$ cat config.mk
export PLATFORM = sky130hd
export DESIGN_NAME = input_cond_bank
export DESIGN_NICKNAME = d
export VERILOG_FILES = /design/src/rtl/input_cond_pkg.sv /design/src/rtl/db_channel.sv /design/src/rtl/input_cond_bank.sv
export SDC_FILE = /design/constraint.sdc
export NUM_CORES = 1
export LEC_CHECK = 0
export CORE_MARGIN = 2
export CORE_UTILIZATION = 30
export CTS_CLUSTER_SIZE = 30
export DETAILED_ROUTE_END_ITERATION = 16
export GPL_TIMING_DRIVEN = 0
export MAX_ROUTING_LAYER = met4
export SLEW_MARGIN = 20
export SYNTH_ARGS = -nofsm -noshare
export SYNTH_HDL_FRONTEND = slang
export SYNTH_HIERARCHICAL = 1
export SYNTH_SLANG_ARGS = --single-unit
$ cat constraint.sdc
create_clock -name clk -period 1.85 [get_ports clk]
set_clock_uncertainty 0.05 [all_clocks]
set_input_delay 0.2775 -clock clk [delete_from_list [all_inputs] [get_ports clk]]
set_output_delay 0.2775 -clock clk [all_outputs]
set_load 0.01 [all_outputs]
$ cat src/rtl/input_cond_pkg.sv
// Shared types and constants for the input conditioning bank.
// Holds the debounce state encoding, the default debounce length and a
// helper that sizes the per-channel debounce counter.
package input_cond_pkg;

  typedef enum logic [1:0] {
    STABLE_LO,
    WAIT_HI,
    STABLE_HI,
    WAIT_LO
  } db_state_t;

  // 10 ms worth of 50 MHz clock cycles
  localparam int DB_CYCLES_10MS_50MHZ = 500_000;

  // Counter width for a debounce length; a single-cycle debounce still
  // needs one bit so the counter never collapses to zero width
  function automatic int cntWidth(input int cycles);
    return (cycles > 1) ? $clog2(cycles) : 1;
  endfunction

endpackage

$ cat src/rtl/db_channel.sv
// One conditioned input: synchroniser chain, debounce FSM with its counter,
// registered level and one-cycle rise/fall pulses.
// Optional feature: INPUT_COND_TOGGLE_EN adds a press-to-toggle flop;
// without it the toggle output is tied low and no flop exists.
module db_channel
  import input_cond_pkg::*;
#(
  parameter int SYNC_STAGES = 2,
  parameter int DB_CYCLES   = DB_CYCLES_10MS_50MHZ
) (
  input  logic clk,
  input  logic rst,
  input  logic raw,
  output logic level,
  output logic rise,
  output logic fall,
  output logic toggle
);

  localparam int CNT_W = cntWidth(DB_CYCLES);
  localparam logic [CNT_W-1:0] CNT_LAST = CNT_W'(DB_CYCLES - 1);

  logic [SYNC_STAGES-1:0] syncChain_q;
  logic                   syncBit;
  db_state_t              state_q, state_d;
  logic [CNT_W-1:0]       cnt_q, cnt_d;
  logic                   level_q, level_d;
  logic                   rise_q, rise_d;
  logic                   fall_q, fall_d;

  // Shift the asynchronous pin through the synchroniser chain
  always_ff @(posedge clk or negedge rst) begin
    if (!rst) syncChain_q <= '0;
    else      syncChain_q <= {syncChain_q[SYNC_STAGES-2:0], raw};
  end

  assign syncBit = syncChain_q[SYNC_STAGES-1];

  // Debounce decision: a new value must survive the whole WAIT window,
  // any return to the old value drops straight back to the stable state
  always_comb begin
    state_d = state_q;
    cnt_d   = cnt_q;
    level_d = level_q;
    rise_d  = 1'b0;
    fall_d  = 1'b0;
    case (state_q)
      STABLE_LO: begin
        if (syncBit) begin
          state_d = WAIT_HI;
          cnt_d   = '0;
        end
      end
      WAIT_HI: begin
        if (!syncBit) begin
          state_d = STABLE_LO;
          cnt_d   = '0;
        end else if (cnt_q == CNT_LAST) begin
          state_d = STABLE_HI;
          level_d = 1'b1;
          rise_d  = 1'b1;
        end else begin
          cnt_d = cnt_q + 1'b1;
        end
      end
      STABLE_HI: begin
        if (!syncBit) begin
          state_d = WAIT_LO;
          cnt_d   = '0;
        end
      end
      WAIT_LO: begin
        if (syncBit) begin
          state_d = STABLE_HI;
          cnt_d   = '0;
        end else if (cnt_q == CNT_LAST) begin
          state_d = STABLE_LO;
          level_d = 1'b0;
          fall_d  = 1'b1;
        end else begin
          cnt_d = cnt_q + 1'b1;
        end
      end
      default: begin
        state_d = STABLE_LO;
        cnt_d   = '0;
      end
    endcase
  end

  // Register FSM state, counter, level and the edge pulses together
  always_ff @(posedge clk or negedge rst) begin
    if (!rst) begin
      state_q <= STABLE_LO;
      cnt_q   <= '0;
      level_q <= 1'b0;
      rise_q  <= 1'b0;
      fall_q  <= 1'b0;
    end else begin
      state_q <= state_d;
      cnt_q   <= cnt_d;
      level_q <= level_d;
      rise_q  <= rise_d;
      fall_q  <= fall_d;
    end
  end

  assign level = level_q;
  assign rise  = rise_q;
  assign fall  = fall_q;

`ifdef INPUT_COND_TOGGLE_EN
  logic toggle_q;

  // Flip the toggle on the same edge that raises the rise pulse
  always_ff @(posedge clk or negedge rst) begin
    if (!rst) toggle_q <= 1'b0;
    else      toggle_q <= toggle_q ^ rise_d;
  end

  assign toggle = toggle_q;
`else
  assign toggle = 1'b0;
`endif

endmodule

$ cat src/rtl/input_cond_bank.sv
// Bank of independent input conditioners between the board pins and user
// logic. Each channel is a db_channel; outputs are gathered into vectors.
// Optional feature: INPUT_COND_TOGGLE_EN (press-to-toggle outputs).
module input_cond_bank
  import input_cond_pkg::*;
#(
  parameter int N_CH        = 8,
  parameter int SYNC_STAGES = 2,
  parameter int DB_CYCLES   = DB_CYCLES_10MS_50MHZ
) (
  input  logic            clk,
  input  logic            rst,
  input  logic [N_CH-1:0] raw,
  output logic [N_CH-1:0] level,
  output logic [N_CH-1:0] rise,
  output logic [N_CH-1:0] fall,
  output logic [N_CH-1:0] toggle
);

  for (genvar i = 0; i < N_CH; i++) begin : gCh
    db_channel #(
      .SYNC_STAGES(SYNC_STAGES),
      .DB_CYCLES  (DB_CYCLES)
    ) uChannel (
      .clk   (clk),
      .rst   (rst),
      .raw   (raw[i]),
      .level (level[i]),
      .rise  (rise[i]),
      .fall  (fall[i]),
      .toggle(toggle[i])
    );
  end

endmodule

==> results of run 1 <==
## final cells by class
cell class	instances	area, um2
fill	3407	21100
multi-input combinational	813	6210
sequential	208	5230
timing repair buffer	122	1110
clock buffer	35	733
tap	461	577
buffer	40	285
inverter	44	165
clock inverter	11	141
## registers in the layout, summed over array words and instances, names as in the netlist, named ones only
register	flops
gCh.uChannel/cnt_q	152
gCh.uChannel/syncChain_q	16
gCh.uChannel/fall	8
gCh.uChannel/level	8
gCh.uChannel/rise	8
gCh.uChannel/state_q	8
## metal layers
metal / part of all wire, % / track usage, %
met5: 0 / -
met4: 1.8 / 3.06
met3: 4.0 / 2.12
met2: 47 / 21.3
met1: 47 / 18.2
## cell families (layout without fill, tap and decap cells)
kind of cell,after synthesis,after routing
adders and majority gates,8,8
other,8,8
buffers and inverters,85,252
DFF,208,208
AOI/OAI and AO/OA,221,221
muxes,11,11
xor gates and xnor gates,65,65
and+or+nand+nor,500,500
## critical path, cell delays in order, from the launching register on
cell and delay (ns):
dfrtp_2 0.41, or4bb_4 0.55, nor4_4 0.30, and2_4 0.21, buf_6 0.11, mux2i_2 0.19
o21ai_1 0.08
## power by group through the flow
stage | sequential, mW | clock, mW | combinational, mW
2_1_floorplan | 4.90 | 0 | 0.442
3_3_place_gp | 4.94 | 0 | 0.658
3_5_place_dp | 4.93 | 0 | 0.695
4_1_cts | 4.86 | 5.33 | 0.749
5_1_grt | 4.91 | 5.51 | 0.995
6_report | 4.89 | 5.14 | 0.885
## repair_timing
action | 4_1_cts | 5_1_grt
hold buffers | 1 | 0
buffers inserted | 26 | 53
endpoints found under the setup margin | 124 | 142
resized for setup | 116 | 148
gates cloned | 7 | 1
pin swaps | 48 | 63
endpoints found under the hold margin | 69 | 0
## cells in the final DEF, fill, tap and decap left out, drive strengths merged, types with 8 or more instances in the layout
cell	count
nor3b	9
or3	16
a22o	8
clkbuf	42
nor4	22
o31ai	8
buf	122
o311ai	14
xnor2	15
mux2i	9
a31oi	37
dfrtp	208
inv	45
and4	9
and2	23
nand3	88
clkdlybuf4s50	31
and3	20
nand2	108
xor2	50
ha	8
a21o	8
nand4	55
a21oi	25
nand2b	8
conb	8
nor3	36
o21ai	70
nor2	80
## through the flow
stage	total power, mW	utilization, %	hold slack (ns)	cells
after floorplan	5.34	-	-0.0681	1106
after global placement	5.59	33.0	0.283	1600
after detailed placement	5.63	33.1	0.121	1602
after CTS	10.9	37.6	0.120	1682
after global routing	11.4	40.6	0.121	1734
final	10.9	40.6	0.142	1734
## cells in the mapped netlist, types with 9 or more instances
library cell / n / area, um2
and3_1: 17 / 106
buf_4: 9 / 67.6
mux2i_1: 9 / 90.1
nor3b_1: 9 / 67.6
buf_2: 16 / 80.1
a31oi_1: 37 / 231
xor2_1: 49 / 429
o21ai_0: 63 / 315
and2_1: 21 / 131
xnor2_1: 15 / 131
nor3_1: 29 / 145
nor2_1: 78 / 293
a21oi_1: 25 / 125
nand3_1: 88 / 440
nand2_1: 106 / 398
inv_1: 44 / 165
and4_1: 9 / 78.8
nor4_4: 14 / 298
or3_1: 9 / 56.3
nand4_1: 55 / 344
dfrtp_1: 208 / 5200
o311ai_0: 14 / 123
## how the worst max path moves through the flow
stage                                       endpoint  cells past startpoint  slack, ns                                   from
6_report        gCh[6].uChannel/cnt_q[1]$_DFFE_PN0P_                      6      -0.17  gCh[6].uChannel/cnt_q[12]$_DFFE_PN0P_
3_3_place_gp   gCh[6].uChannel/cnt_q[18]$_DFFE_PN0P_                      1      -8.69                                    rst
5_1_grt         gCh[6].uChannel/cnt_q[1]$_DFFE_PN0P_                      6      -0.25  gCh[6].uChannel/cnt_q[14]$_DFFE_PN0P_
3_5_place_dp   gCh[1].uChannel/cnt_q[18]$_DFFE_PN0P_                      6      -0.37   gCh[1].uChannel/cnt_q[1]$_DFFE_PN0P_
4_1_cts         gCh[2].uChannel/cnt_q[1]$_DFFE_PN0P_                      6      -0.14   gCh[2].uChannel/cnt_q[7]$_DFFE_PN0P_
2_1_floorplan  gCh[0].uChannel/cnt_q[18]$_DFFE_PN0P_                      6       0.02   gCh[0].uChannel/cnt_q[0]$_DFFE_PN0P_
==> impl_metrics.py, run 1 <==
metrics = {
    "grt": {
        "antenna_found_initial": 0,
        "grt_max_degree": 96,
        "grt_pass1_wl_um": 42800,
        "grt_overflow": 0,
        "gr-usage-all-layers_pct": 13.5,
        "grt_pass1_vias": 8723,
    },
    "synthesis": {
        "ys_seq_area_share_pct": 48.1,
        "yosys.area_share.xor_xnor_pct": 5.33,
        "synth-compound-area-share_pct": 13.4,
        "async_reset_ff_share_pct": 100,
        "ys_ff_latch": 208,
        "synthAdderAreaFrac_pct": 0.925,
        "synth_edf_count": 0,
        "syn-cell-area_um2": 10800,
        "synth_cell_type_count": 58,
        "muxShareOfSynthArea_pct": 1.08,
        "synth_top_family_by_area": "simple AND/OR/NAND/NOR gates",
        "synth-simple-area-share_pct": 26.9,
        "synth_warnings": 6,
        "syn_inst": 1106,
        "syn_avg_cell_area_um2": 9.78,
        "yosys_most_used_dff": "dfrtp_1",
        "syn-num-nets": 1124,
    },
    "cells_and_area": {
        "area_growth_syn_to_layout_pct": 33.6,
        "final_nets": 1272,
        "diodes": 0,
        "drive_gt1_share_pct": 30.3,
        "fin_area_um2": 14500,
    },
    "status": {
        "status": "finished with violations",
        "violations": "negative setup slack",
    },
    "setup_path": {
        "crit_path_start_kind": "flip-flop",
        "arrival_ns": 2.37,
        "crit_path_end_kind": "flip-flop",
        "rr_startpoint": "gCh[6].uChannel/cnt_q[12]$_DFFE_PN0P_",
        "criticalPathCategory": "reg2reg",
        "crit_required_ns": 2.21,
        "r2r_slack_ns": -0.17,
        "reg2reg_depth": 6,
        "path_max_fanout": 5,
        "r2r_end": "gCh[6].uChannel/cnt_q[1]$_DFFE_PN0P_",
    },
    "timing": {
        "fin_ws_ns": -0.169,
        "rsz0062_at_grt": "true",
        "slew_violations": 0,
        "fmax_mhz": 495,
        "finalSetupTns_ns": -4.56,
        "finalHoldViolations": 0,
        "period_needed_ns": 2.02,
        "tightestPinTransition_ns": 0.633,
        "slew_headroom_pct": 57.7,
        "setup_violations": 65,
        "fin_crit_sh_pct": 109,
    },
    "job": {
        "max_cap_viol_count": 0,
    },
    "power": {
        "clock_power_share_pct": 47.1,
        "power_switching_share_pct": 24.6,
        "power.leakage_nw": 5.97,
        "p_per_area_nw_per_um2": 755,
        "p_int_mw": 8.24,
        "pwr-share-comb_pct": 8.1,
        "power_frac_seq_pct": 44.8,
        "switching_power_mw": 2.68,
        "irDropWorstVdd_mv": 0.642,
    },
    "clock_network": {
        "clkLatencyLatePin_ns": 0.53,
        "clock-sinks": 208,
        "cts_buffers": 25,
        "cts_max_level": 1,
        "clock-root-buffer": "clkbuf_16",
        "cts_buffer_depth": 3,
        "clkTransAtPathRegs_ns": 0.06,
        "cts_tree": "yes",
    },
    "die": {
        "initial_core_util_pct": 30.4,
        "fp.dieH_um": 194,
        "die_w_um": 194,
        "dieArea_um2": 37600,
        "rows": 69,
        "fp.coreArea_um2": 35600,
        "pin_count": 42,
    },
    "worst_hold_path": {
        "hp-class": "in2reg",
        "whs_path_depth": 1,
        "holdPathEnd": "gCh[3].uChannel/syncChain_q[0]$_DFF_PN0_",
        "worstHoldStart": "raw[3]",
    },
    "place": {
        "numPortBuffers": 33,
        "dp_hpwl_um": 15700,
        "gp_congestion": 0.823,
        "dp_slack_ns": -0.373,
        "placed_area_um2": 11800,
    },
    "route": {
        "drc": 0,
        "drt-vias-per-instance": 5.19,
        "postRouteAntennaNets": 0,
        "dr.first_iter.drc_count": 655,
        "first_pass_iters": 5,
        "wl_per_cell_um": 14.9,
        "vias": 9001,
        "wl_um": 25800,
    },
}
Power figures use the tool's default switching activity.
==> inputs of run 2 (changes only) <==
--- a/config.mk
+++ b/config.mk
@@ -7,6 +7,7 @@
 export LEC_CHECK = 0
 export CORE_MARGIN = 2
 export CORE_UTILIZATION = 30
+export CTS_BUF_LIST = sky130_fd_sc_hd__clkbuf_2 sky130_fd_sc_hd__clkbuf_4 sky130_fd_sc_hd__clkbuf_8
 export CTS_CLUSTER_SIZE = 30
 export DETAILED_ROUTE_END_ITERATION = 16
 export GPL_TIMING_DRIVEN = 0
==> run 2 against run 1 <==
  * The flow still finishes with violations (negative setup slack)
  * First-iteration DRC count down 6.1%
  * Highest routed layer unchanged
  * Largest cell class unchanged
  * Via count up 0.63%
  * Wire length up 0.83%
  * Register-to-register slack about the same
==> impl_metrics.py, run 2 (synthesis gave the netlist of run 1 again) <==
metrics = {
    "setup_path": {
        "criticalPathCategory": "reg2reg",
        "r2r_end": "gCh[3].uChannel/cnt_q[3]$_DFFE_PN0P_",
        "reg2reg_depth": 7,
        "rr_startpoint": "gCh[3].uChannel/cnt_q[12]$_DFFE_PN0P_",
        "r2r_slack_ns": -0.18,
        "cp_slowest_cell": "or4bb_4",
        "path_max_fanout": 3,
        "crit_chain": "or4bb_4 -> nor4_4 -> and2_4 -> buf_6 -> buf_12 -> o311a_4 -> a31o_4",
        "crit_path_start_kind": "flip-flop",
        "arrival_ns": 2.44,
        "crit_path_end_kind": "flip-flop",
        "cpPeakStageDelay_ns": 0.56,
        "crit_required_ns": 2.26,
    },
    "timing": {
        "period_needed_ns": 2.03,
        "tightestPinTransition_ns": 0.683,
        "slew_violations": 0,
        "fmax_mhz": 492,
        "setup_violations": 62,
        "rsz0062_at_grt": "true",
        "fin_crit_sh_pct": 110,
        "finalHoldViolations": 0,
        "slew_headroom_pct": 54.3,
        "fin_ws_ns": -0.182,
    },
    "power": {
        "total_power_mw": 10.1,
        "p_per_area_nw_per_um2": 706,
        "power.leakage_nw": 5.98,
        "irDropWorstVdd_mv": 0.497,
    },
    "cells_and_area": {
        "area_growth_syn_to_layout_pct": 32.2,
        "top_register": "gCh.uChannel/cnt_q",
        "final_cell_mix": "186 x dfrtp_1, 97 x nand2_1, 86 x buf_4",
        "final_nets": 1290,
        "layout_commonest_cell": "dfrtp_1",
        "drive_gt1_share_pct": 31.5,
        "largest_reg_flops": 152,
        "nFillCells": 3446,
        "stdcell_count": 1757,
        "multi_input_area_um2": 6170,
        "reg_top3": "gCh.uChannel/cnt_q (152), gCh.uChannel/syncChain_q (16)",
        "final_core_util_pct": 40.2,
        "regArea_um2": 5230,
        "diodes": 0,
    },
    "place": {
        "dp.cells": 1602,
        "dp_slack_ns": -0.373,
        "numPortBuffers": 33,
        "gp_congestion": 0.823,
        "dp_hpwl_um": 15700,
    },
    "route": {
        "drc": 0,
        "wl_per_cell_um": 14.8,
        "wl_um": 26000,
        "drt-vias-per-instance": 5.16,
        "first_pass_iters": 5,
        "vias": 9058,
        "dr.first_iter.drc_count": 615,
        "postRouteAntennaNets": 0,
    },
    "clock_network": {
        "clock-root-buffer": "clkbuf_8",
        "cts_max_level": 2,
        "clock-sinks": 208,
        "cts_buffer_depth": 3,
        "clkLatencyLatePin_ns": 0.52,
        "cts_tree": "yes",
        "cts_buffers": 38,
        "clkTransAtPathRegs_ns": 0.06,
    },
    "grt": {
        "antenna_found_initial": 0,
        "grt_pass1_vias": 8822,
        "grt_max_degree": 96,
        "gr-usage-all-layers_pct": 13.6,
        "grt_pass1_wl_um": 43000,
        "grt_overflow": 0,
    },
    "die": {
        "die_w_um": 194,
        "pin_count": 42,
        "fp.coreArea_um2": 35600,
        "dieArea_um2": 37600,
        "initial_core_util_pct": 30.4,
        "fp.dieH_um": 194,
        "rows": 69,
    },
    "worst_hold_path": {
        "holdPathEnd": "gCh[3].uChannel/syncChain_q[0]$_DFF_PN0_",
        "hp-class": "in2reg",
        "worstHoldStart": "raw[3]",
        "whs_path_depth": 1,
    },
    "job": {
        "max_cap_viol_count": 0,
    },
    "status": {
        "status": "finished with violations",
        "violations": "negative setup slack",
    },
}
==> run 2: repair_timing <==
item | in CTS | in global routing
setup endpoints to repair | 123 | 139
buffers inserted | 31 | 52
gates cloned | 7 | 1
hold endpoints to repair | 107 | 0
pin swaps | 46 | 50
hold buffers | 1 | 0
gates resized for setup | 118 | 141
==> run 2: worst max-delay path, delay by kind of cell (launching register included) <==
family / cells / cell delay (ns)
DFF: 1 / 0.39
buffers and inverters: 2 / 0.22
AOI/OAI and AO/OA: 2 / 0.24
and+or+nand+nor: 3 / 1.07
==> run 2: layout make-up <==
type / instances / share of cell area, %
Tap cell: 461 / 4.03
Clock inverter: 6 / 0.227
Clock buffer: 58 / 4.97
Sequential cell: 208 / 36.6
Inverter: 44 / 1.15
Timing Repair Buffer: 127 / 7.95
Multi-Input combinational cell: 813 / 43.1
Buffer: 40 / 1.96
==> run 2: how the worst max path moves through the flow <==
stage                     cells past startpoint                                   from  slack, ns                               endpoint
after floorplan                               6   gCh[0].uChannel/cnt_q[0]$_DFFE_PN0P_       0.02  gCh[0].uChannel/cnt_q[18]$_DFFE_PN0P_
after global placement                        1                                    rst      -8.69  gCh[6].uChannel/cnt_q[18]$_DFFE_PN0P_
after detailed placement                      6   gCh[1].uChannel/cnt_q[1]$_DFFE_PN0P_      -0.37  gCh[1].uChannel/cnt_q[18]$_DFFE_PN0P_
after CTS                                     6   gCh[5].uChannel/cnt_q[7]$_DFFE_PN0P_      -0.14   gCh[5].uChannel/cnt_q[1]$_DFFE_PN0P_
after global routing                          7  gCh[3].uChannel/cnt_q[12]$_DFFE_PN0P_      -0.25   gCh[3].uChannel/cnt_q[3]$_DFFE_PN0P_
final                                         7  gCh[3].uChannel/cnt_q[12]$_DFFE_PN0P_      -0.18   gCh[3].uChannel/cnt_q[3]$_DFFE_PN0P_
==> run 2: power by group <==
part           switching (mW)  internal, mW  total, mW
Clock                    1.87          2.43       4.31
Sequential              0.185          4.71       4.89
Combinational           0.538         0.368      0.906
==> run 2: per-layer routing <==
metal	vias up	track usage, %	share of wire [%]
met4	0	4.07	2.0
met3	46	2.21	3.9
met5	-	-	0
met1	4462	18.0	46
met2	187	21.5	48
li1	4363	-	-
==> run 2: through the flow <==
stage / cell area, um2 / TNS, ns / hold WS [ns]
2_1_floorplan: 10800 / 0 / -0.0681
3_3_place_gp: 11700 / -1811.38 / 0.283
3_5_place_dp: 11800 / -10.34 / 0.121
4_1_cts: 13300 / -2.50 / 0.110
5_1_grt: 14300 / -10.19 / 0.114
6_report: 14300 / -5.21 / 0.145
